--- src/rtl/act_pkg.sv ---
// Shared types, constants and the int8 saturation helper for the activation unit.
package act_pkg;

  localparam int unsigned LANES  = 8;
  localparam int unsigned LANE_W = 8;

  typedef enum logic [1:0] {
    ACT_PASS  = 2'b00,
    ACT_RELU  = 2'b01,
    ACT_LEAKY = 2'b10,
    ACT_RELU2 = 2'b11
  } act_mode_t;

  typedef enum logic [1:0] {
    IDLE  = 2'b00,
    RUN   = 2'b01,
    DRAIN = 2'b10,
    DONE  = 2'b11
  } act_state_t;

  // Clamp a LANE_W+1 bit signed sum to LANE_W bits. The two top bits disagree
  // exactly when the value is outside the narrow range; bit LANE_W gives the sign.
  function automatic logic [LANE_W-1:0] sat_int8(input logic [LANE_W:0] v);
    if (!v[LANE_W] && v[LANE_W-1]) begin
      return {1'b0, {(LANE_W-1){1'b1}}};
    end else if (v[LANE_W] && !v[LANE_W-1]) begin
      return {1'b1, {(LANE_W-1){1'b0}}};
    end else begin
      return v[LANE_W-1:0];
    end
  endfunction

endpackage

--- src/rtl/act_fifo.sv ---
// Synchronous FIFO with flush; a push is accepted when full if a pop happens in the same cycle.
module act_fifo #(
  parameter int unsigned WIDTH = 64,
  parameter int unsigned DEPTH = 4
) (
  input  logic             clk,
  input  logic             n_rst,
  input  logic             flush_i,
  input  logic             push_i,
  input  logic             pop_i,
  input  logic [WIDTH-1:0] data_i,
  output logic [WIDTH-1:0] data_o,
  output logic             full_o,
  output logic             empty_o
);

  localparam int unsigned AW = (DEPTH > 1) ? $clog2(DEPTH) : 1;
  localparam int unsigned CW = AW + 1;

  logic [WIDTH-1:0] mem_q [DEPTH];
  logic [AW-1:0]    rd_ptr_q;
  logic [AW-1:0]    wr_ptr_q;
  logic [CW-1:0]    count_q;
  logic             do_push;
  logic             do_pop;

  assign empty_o = (count_q == '0);
  assign full_o  = (count_q == CW'(DEPTH));
  assign do_pop  = pop_i && !empty_o && !flush_i;
  assign do_push = push_i && !flush_i && (!full_o || do_pop);

  // Head is forced to zero when empty so the output never shows stale or unknown storage.
  assign data_o = empty_o ? '0 : mem_q[rd_ptr_q];

  // Pointer and occupancy bookkeeping; flush empties the buffer in one cycle.
  always_ff @(posedge clk or negedge n_rst) begin
    // NOTE: sequential state uses non-blocking assignments so every register samples pre-edge values.
    if (!n_rst) begin
      rd_ptr_q <= '0;
      wr_ptr_q <= '0;
      count_q  <= '0;
    end else if (flush_i) begin
      rd_ptr_q <= '0;
      wr_ptr_q <= '0;
      count_q  <= '0;
    end else begin
      if (do_push) wr_ptr_q <= wr_ptr_q + AW'(1);
      if (do_pop)  rd_ptr_q <= rd_ptr_q + AW'(1);
      count_q <= count_q + CW'(do_push) - CW'(do_pop);
    end
  end

  // Row storage.
  // NOTE: storage has no reset; occupancy alone decides validity, and a resettable array would cost a flop per bit.
  always_ff @(posedge clk) begin
    if (do_push) mem_q[wr_ptr_q] <= data_i;
  end

endmodule

--- src/rtl/activation_unit.sv ---
// Bias add, activation and int8 saturation on systolic-array result rows, buffered for the controller.
module activation_unit
  import act_pkg::*;
#(
  parameter int unsigned FIFO_DEPTH = 4,
  parameter int unsigned LEAK_SHIFT = 3
) (
  input  logic                     clk,
  input  logic                     n_rst,
  input  logic                     start_array,
  input  logic [7:0]               num_input,
  input  logic [1:0]               act_mode,
  input  logic                     bias_load,
  input  logic [LANES*LANE_W-1:0]  bias_data,
  input  logic                     array_valid,
  input  logic [LANES*LANE_W-1:0]  array_data,
  input  logic                     act_pop,
  output logic [LANES*LANE_W-1:0]  activations,
  output logic                     activation_ready,
  output logic                     activated,
  output logic                     overflow_err,
  output logic                     busy
);

  localparam int unsigned ROW_W = LANES * LANE_W;

  act_state_t       state_q, state_d;
  act_mode_t        mode_q, mode_d;
  logic [7:0]       num_q, num_d;
  logic [7:0]       count_q, count_d;
  logic [ROW_W-1:0] bias_q;
  logic [ROW_W-1:0] lane_out;
  logic [ROW_W-1:0] stage_data_q, stage_data_d;
  logic             stage_valid_q, stage_valid_d;
  logic             overflow_q, overflow_d;
  logic             accept;
  logic             flush;
  logic             fifo_full;
  logic             fifo_empty;

  // Per-lane arithmetic on the incoming row, using the latched mode and current bias.
  for (genvar i = 0; i < LANES; i++) begin : g_lane
    logic [LANE_W:0]          sum;
    logic signed [LANE_W-1:0] clamped;
    logic [LANE_W-1:0]        res;

    // Sign-extended add, then activation; negative leaky inputs are clamped to int8 before the shift.
    always_comb begin
      sum     = {array_data[LANE_W*i+LANE_W-1], array_data[LANE_W*i +: LANE_W]}
              + {bias_q[LANE_W*i+LANE_W-1], bias_q[LANE_W*i +: LANE_W]};
      clamped = sat_int8(sum);
      case (mode_q)
        ACT_PASS:  res = clamped;
        ACT_LEAKY: res = sum[LANE_W] ? LANE_W'(clamped >>> LEAK_SHIFT) : clamped;
        default:   res = sum[LANE_W] ? '0 : clamped;
      endcase
    end

    assign lane_out[LANE_W*i +: LANE_W] = res;
  end

  // Batch control: start handling, row counting, drain detection and pipe stage loading.
  always_comb begin
    // NOTE: every always_comb output gets a default first so no path leaves it unassigned (no latch).
    state_d       = state_q;
    mode_d        = mode_q;
    num_d         = num_q;
    count_d       = count_q;
    accept        = 1'b0;
    flush         = 1'b0;
    overflow_d    = overflow_q | (stage_valid_q && fifo_full && !act_pop);
    if (start_array) begin
      flush      = 1'b1;
      num_d      = num_input;
      mode_d     = act_mode_t'(act_mode);
      count_d    = '0;
      overflow_d = 1'b0;
      state_d    = (num_input == 8'd0) ? DONE : RUN;
    end else begin
      case (state_q)
        RUN: begin
          if (array_valid) begin
            accept  = 1'b1;
            count_d = count_q + 8'd1;
            if (count_q + 8'd1 == num_q) state_d = DRAIN;
          end
        end
        DRAIN: if (!stage_valid_q && fifo_empty) state_d = DONE;
        DONE:  state_d = IDLE;
        default: state_d = IDLE;
      endcase
    end
    stage_valid_d = accept;
    stage_data_d  = accept ? lane_out : stage_data_q;
  end

  // Control, bias and pipe stage registers.
  always_ff @(posedge clk or negedge n_rst) begin
    if (!n_rst) begin
      state_q       <= IDLE;
      mode_q        <= ACT_PASS;
      num_q         <= '0;
      count_q       <= '0;
      bias_q        <= '0;
      stage_valid_q <= 1'b0;
      stage_data_q  <= '0;
      overflow_q    <= 1'b0;
    end else begin
      state_q       <= state_d;
      mode_q        <= mode_d;
      num_q         <= num_d;
      count_q       <= count_d;
      if (bias_load) bias_q <= bias_data;
      stage_valid_q <= stage_valid_d;
      stage_data_q  <= stage_data_d;
      overflow_q    <= overflow_d;
    end
  end

  act_fifo #(
    .WIDTH (ROW_W),
    .DEPTH (FIFO_DEPTH)
  ) u_fifo (
    .clk     (clk),
    .n_rst   (n_rst),
    .flush_i (flush),
    .push_i  (stage_valid_q),
    .pop_i   (act_pop),
    .data_i  (stage_data_q),
    .data_o  (activations),
    .full_o  (fifo_full),
    .empty_o (fifo_empty)
  );

  assign activation_ready = !fifo_empty;
  assign activated        = (state_q == DONE);
  assign busy             = (state_q == RUN) || (state_q == DRAIN);
  assign overflow_err     = overflow_q;

endmodule

--- config.mk ---
export PLATFORM = sky130hd
export DESIGN_NAME = activation_unit
export DESIGN_NICKNAME = d
export VERILOG_FILES = /design/src/rtl/act_pkg.sv /design/src/rtl/act_fifo.sv /design/src/rtl/activation_unit.sv
export SDC_FILE = /design/constraint.sdc
export NUM_CORES = 1
export LEC_CHECK = 0
export CORE_MARGIN = 4
export CORE_UTILIZATION = 40
export DETAILED_ROUTE_END_ITERATION = 8
export PLACE_DENSITY_LB_ADDON = 0.2
export REMOVE_ABC_BUFFERS = 1
export SLEW_MARGIN = 30
export SYNTH_ARGS = -nofsm -noshare
export SYNTH_HDL_FRONTEND = slang
export SYNTH_HIERARCHICAL = 1
export SYNTH_SLANG_ARGS = --single-unit
--- constraint.sdc ---
create_clock -name clk -period 2.9 [get_ports clk]
set_input_delay 0.29 -clock clk [delete_from_list [all_inputs] [get_ports clk]]
set_output_delay 0.29 -clock clk [all_outputs]
set_load 0.05 [all_outputs]
==> flow_summary.json <==
{
  "status": "finished, final reports clean",
  "gp_congestion": 0.856,
  "ys_warn_count": 6,
  "synth-seq-cells": 413,
  "ios": 212,
  "layout_min_cycle_time_ps": 2740,
  "die_area_sq_um": 55000,
  "timing.fmax_ghz": 0.365,
  "port_buffers": 211,
  "drt_pass1_iterations": 5,
  "synthSimpleGateAreaFrac": 0.0955,
  "synth_top_cell_by_area": "edfxtp_1",
  "synthArstFlopShare": 0.380,
  "synthXorXnorAreaFrac": 0.0149,
  "hold_violations": 0,
  "multi_input_area_sq_um": 8350,
  "critPathKind": "reg -> out",
  "fin_skew_ps": 14.7,
  "first_global_vias": 13845,
  "rsz0062_at_grt": "no",
  "synth_area_per_cell_sq_um": 13.1,
  "die_h_microns": 235,
  "hpwl_mm": 34.6,
  "dominantRegCellSynth": "edfxtp_1",
  "routed_via_density": 5.37,
  "total_power_uw": 22100,
  "synth.area.top_cells": "edfxtp_1 (37%), dfrtp_1 (19%), mux4_2 (7.0%)",
  "nFillCells": 4398,
  "finalMaxSlewViolations": 0,
  "setup_viol": 0,
  "power_density_nw_per_um2": 873,
  "worst_slew_pin_slew_ps": 864,
  "synth_edf_count": 256,
  "seqCellArea_sq_um": 11600,
  "wl_per_cell_microns": 19.5,
  "overflow": 0,
  "ant_nets": 0,
  "r2r-start": "bias_q[32]",
  "layout_common_cells": "edfxtp_1 (256), dfrtp_1 (155), clkdlybuf4s50_1 (145), buf_4 (108), nor2_1 (93)",
  "drt_iter0_drc": 815,
  "drive_gt1_frac": 0.198,
  "syn_to_final_growth_pct": 23.5,
  "hp-start": "bias_load",
  "layout_commonest_cell": "edfxtp_1",
  "reg2reg_depth": 10,
  "grt_usage": 0.180,
  "start_kind": "flop",
  "antenna_found_initial": 3,
  "r2r_end": "stage_data_q[38]",
  "clock_latency_ps": 570,
  "htreeDepth": 2,
  "cap_violations": 0,
  "grt_pass1_wl_mm": 76.9,
  "cp.required_ps": 2610,
  "synth_mux_area_frac": 0.110,
  "ir_drop_v": 0.000481,
  "period_share": 0.945,
  "final_area_sq_um": 25400,
  "start_util": 0.407,
  "core.rowCount": 82,
  "cp_max_fo": 34,
  "clock-sinks": 413,
  "clockBufferDepth": 3,
  "synthCells": 1571,
  "core_sq_um": 50500,
  "root_buffer": "clkbuf_16",
  "ys_seq_area_frac": 0.566,
  "yosys.area_share.adder": 0.0533,
  "die_w_microns": 235,
  "drc_errors": 0,
  "p_leak_uw": 0.00952,
  "reg2reg_slack_ps": 410,
  "fin_nets": 2049,
  "slew_headroom": 0.422,
  "drt-total-wl_mm": 49.4,
  "arrival_ps": 2450,
  "synthesis.area_sq_um": 20500,
  "synth_top_cell_area_share": 0.374,
  "cts_tree": "yes",
  "yosysUniqueCellTypes": 78,
  "route.vias.total": 13628,
  "holdPathEnd": "bias_q[25]",
  "dpl_cell_area_sq_um": 23600,
  "hp-class": "in -> reg",
  "min_path_cells": 4,
  "synth_compound_area_frac": 0.132,
  "end_kind": "primary output",
  "clkTransAtPathRegs_ps": 70,
  "cts_buffers": 47,
  "grt_max_degree": 73,
  "synth_top_family_by_area": "compound AO/OA/AOI/OAI gates"
}
## where the power goes
part / leakage, uW / internal, uW / switching (uW) / total [uW]
Clock: 0.000784 / 3750 / 2440 / 6190
Sequential: 0.00416 / 7440 / 747 / 8180
Combinational: 0.00458 / 3030 / 4740 / 7770
## cell usage after synthesis, drive strengths merged, types with 26 or more instances
cell type / number
o21a: 30
dfrtp: 157
clkbuf: 42
buf: 33
ha: 73
o21ai: 86
nor2: 93
mux2: 68
nand3: 26
a21oi: 70
edfxtp: 256
mux4: 64
inv: 58
nor2b: 85
nand2: 77
o211ai: 26
## worst max-delay path, stage by stage, from the launching register on
cell and delay, ps:
dfrtp_2 730, buf_12 310, mux4_2 320, nor2b_1 150
buf_4 170, buf_4 190
## sequential cells by signal (all words and copies together) (netlist names)
name	flops
num_q	8
state_q	2
count_q	8
u_fifo/wr_ptr_q	2
mode_q	2
u_fifo/mem_q	256
bias_q	64
u_fifo/rd_ptr_q	2
overflow_err	1
stage_valid_q	1
stage_data_q	64
u_fifo/count_q	3
## layout make-up
class	count	area share
clock buffers	59	0.0498
diodes	2	0.000197
flip-flops and latches	413	0.458
repair buffers	278	0.106
multi-input cells	1025	0.329
well taps	672	0.0332
inverters	58	0.00858
clock inverters	29	0.0151
## per-layer routing
metal / GRT usage / wire, microns
met1: 0.231 / 21000
met2: 0.313 / 25000
met3: 0.0269 / 2010
met4: 0.0589 / 1360
met5: 0 / 0
## how the worst max path moves through the flow
stage	from	endpoint	slack, ps	cells after the start
floorplan	u_fifo/rd_ptr_q[0]	activations[0]	-1190	2
global placement	array_data[56]	stage_data_q[62]	5	10
detailed placement	array_data[56]	stage_data_q[61]	-10	10
CTS	u_fifo/rd_ptr_q[0]	activations[24]	4	5
global route	u_fifo/rd_ptr_q[1]	activations[9]	40	5
finish	u_fifo/rd_ptr_q[1]	activations[21]	160	5
## what timing repair did
action	4_1_cts	5_1_grt
hold buffers	1	0
endpoints found under the setup margin	44	13
setup buffers	1	8
hold endpoints to repair	60	0
gates cloned	0	0
resized for setup	6	0
## cells by family (layout without fill, tap and decap cells)
| logic type | after synthesis | count (layout) |
|---|---|---|
| buffers and inverters | 133 | 424 |
| xor gates and xnor gates | 35 | 35 |
| muxes | 138 | 138 |
| other | 0 | 2 |
| AOI/OAI and AO/OA | 385 | 385 |
| DFF | 413 | 413 |
| adders and majority gates | 82 | 82 |
| and+or+nand+nor | 385 | 385 |
## through the flow
| stage | setup WS [ps] | hold slack (ps) | instances | TNS (ps) | util |
|---|---|---|---|---|---|
| floorplan | -1190 | -5.59 | 1496 | -79800 | - |
| global placement | 4.85 | 359 | 2436 | 0 | 0.468 |
| detailed placement | -13.3 | 352 | 2436 | -35.3 | 0.468 |
| CTS | 3.51 | 237 | 2526 | 0 | 0.501 |
| global route | 35.7 | 287 | 2536 | 0 | 0.502 |
| finish | 160 | 266 | 2536 | 0 | 0.502 |
Power figures use the tool's default switching activity.
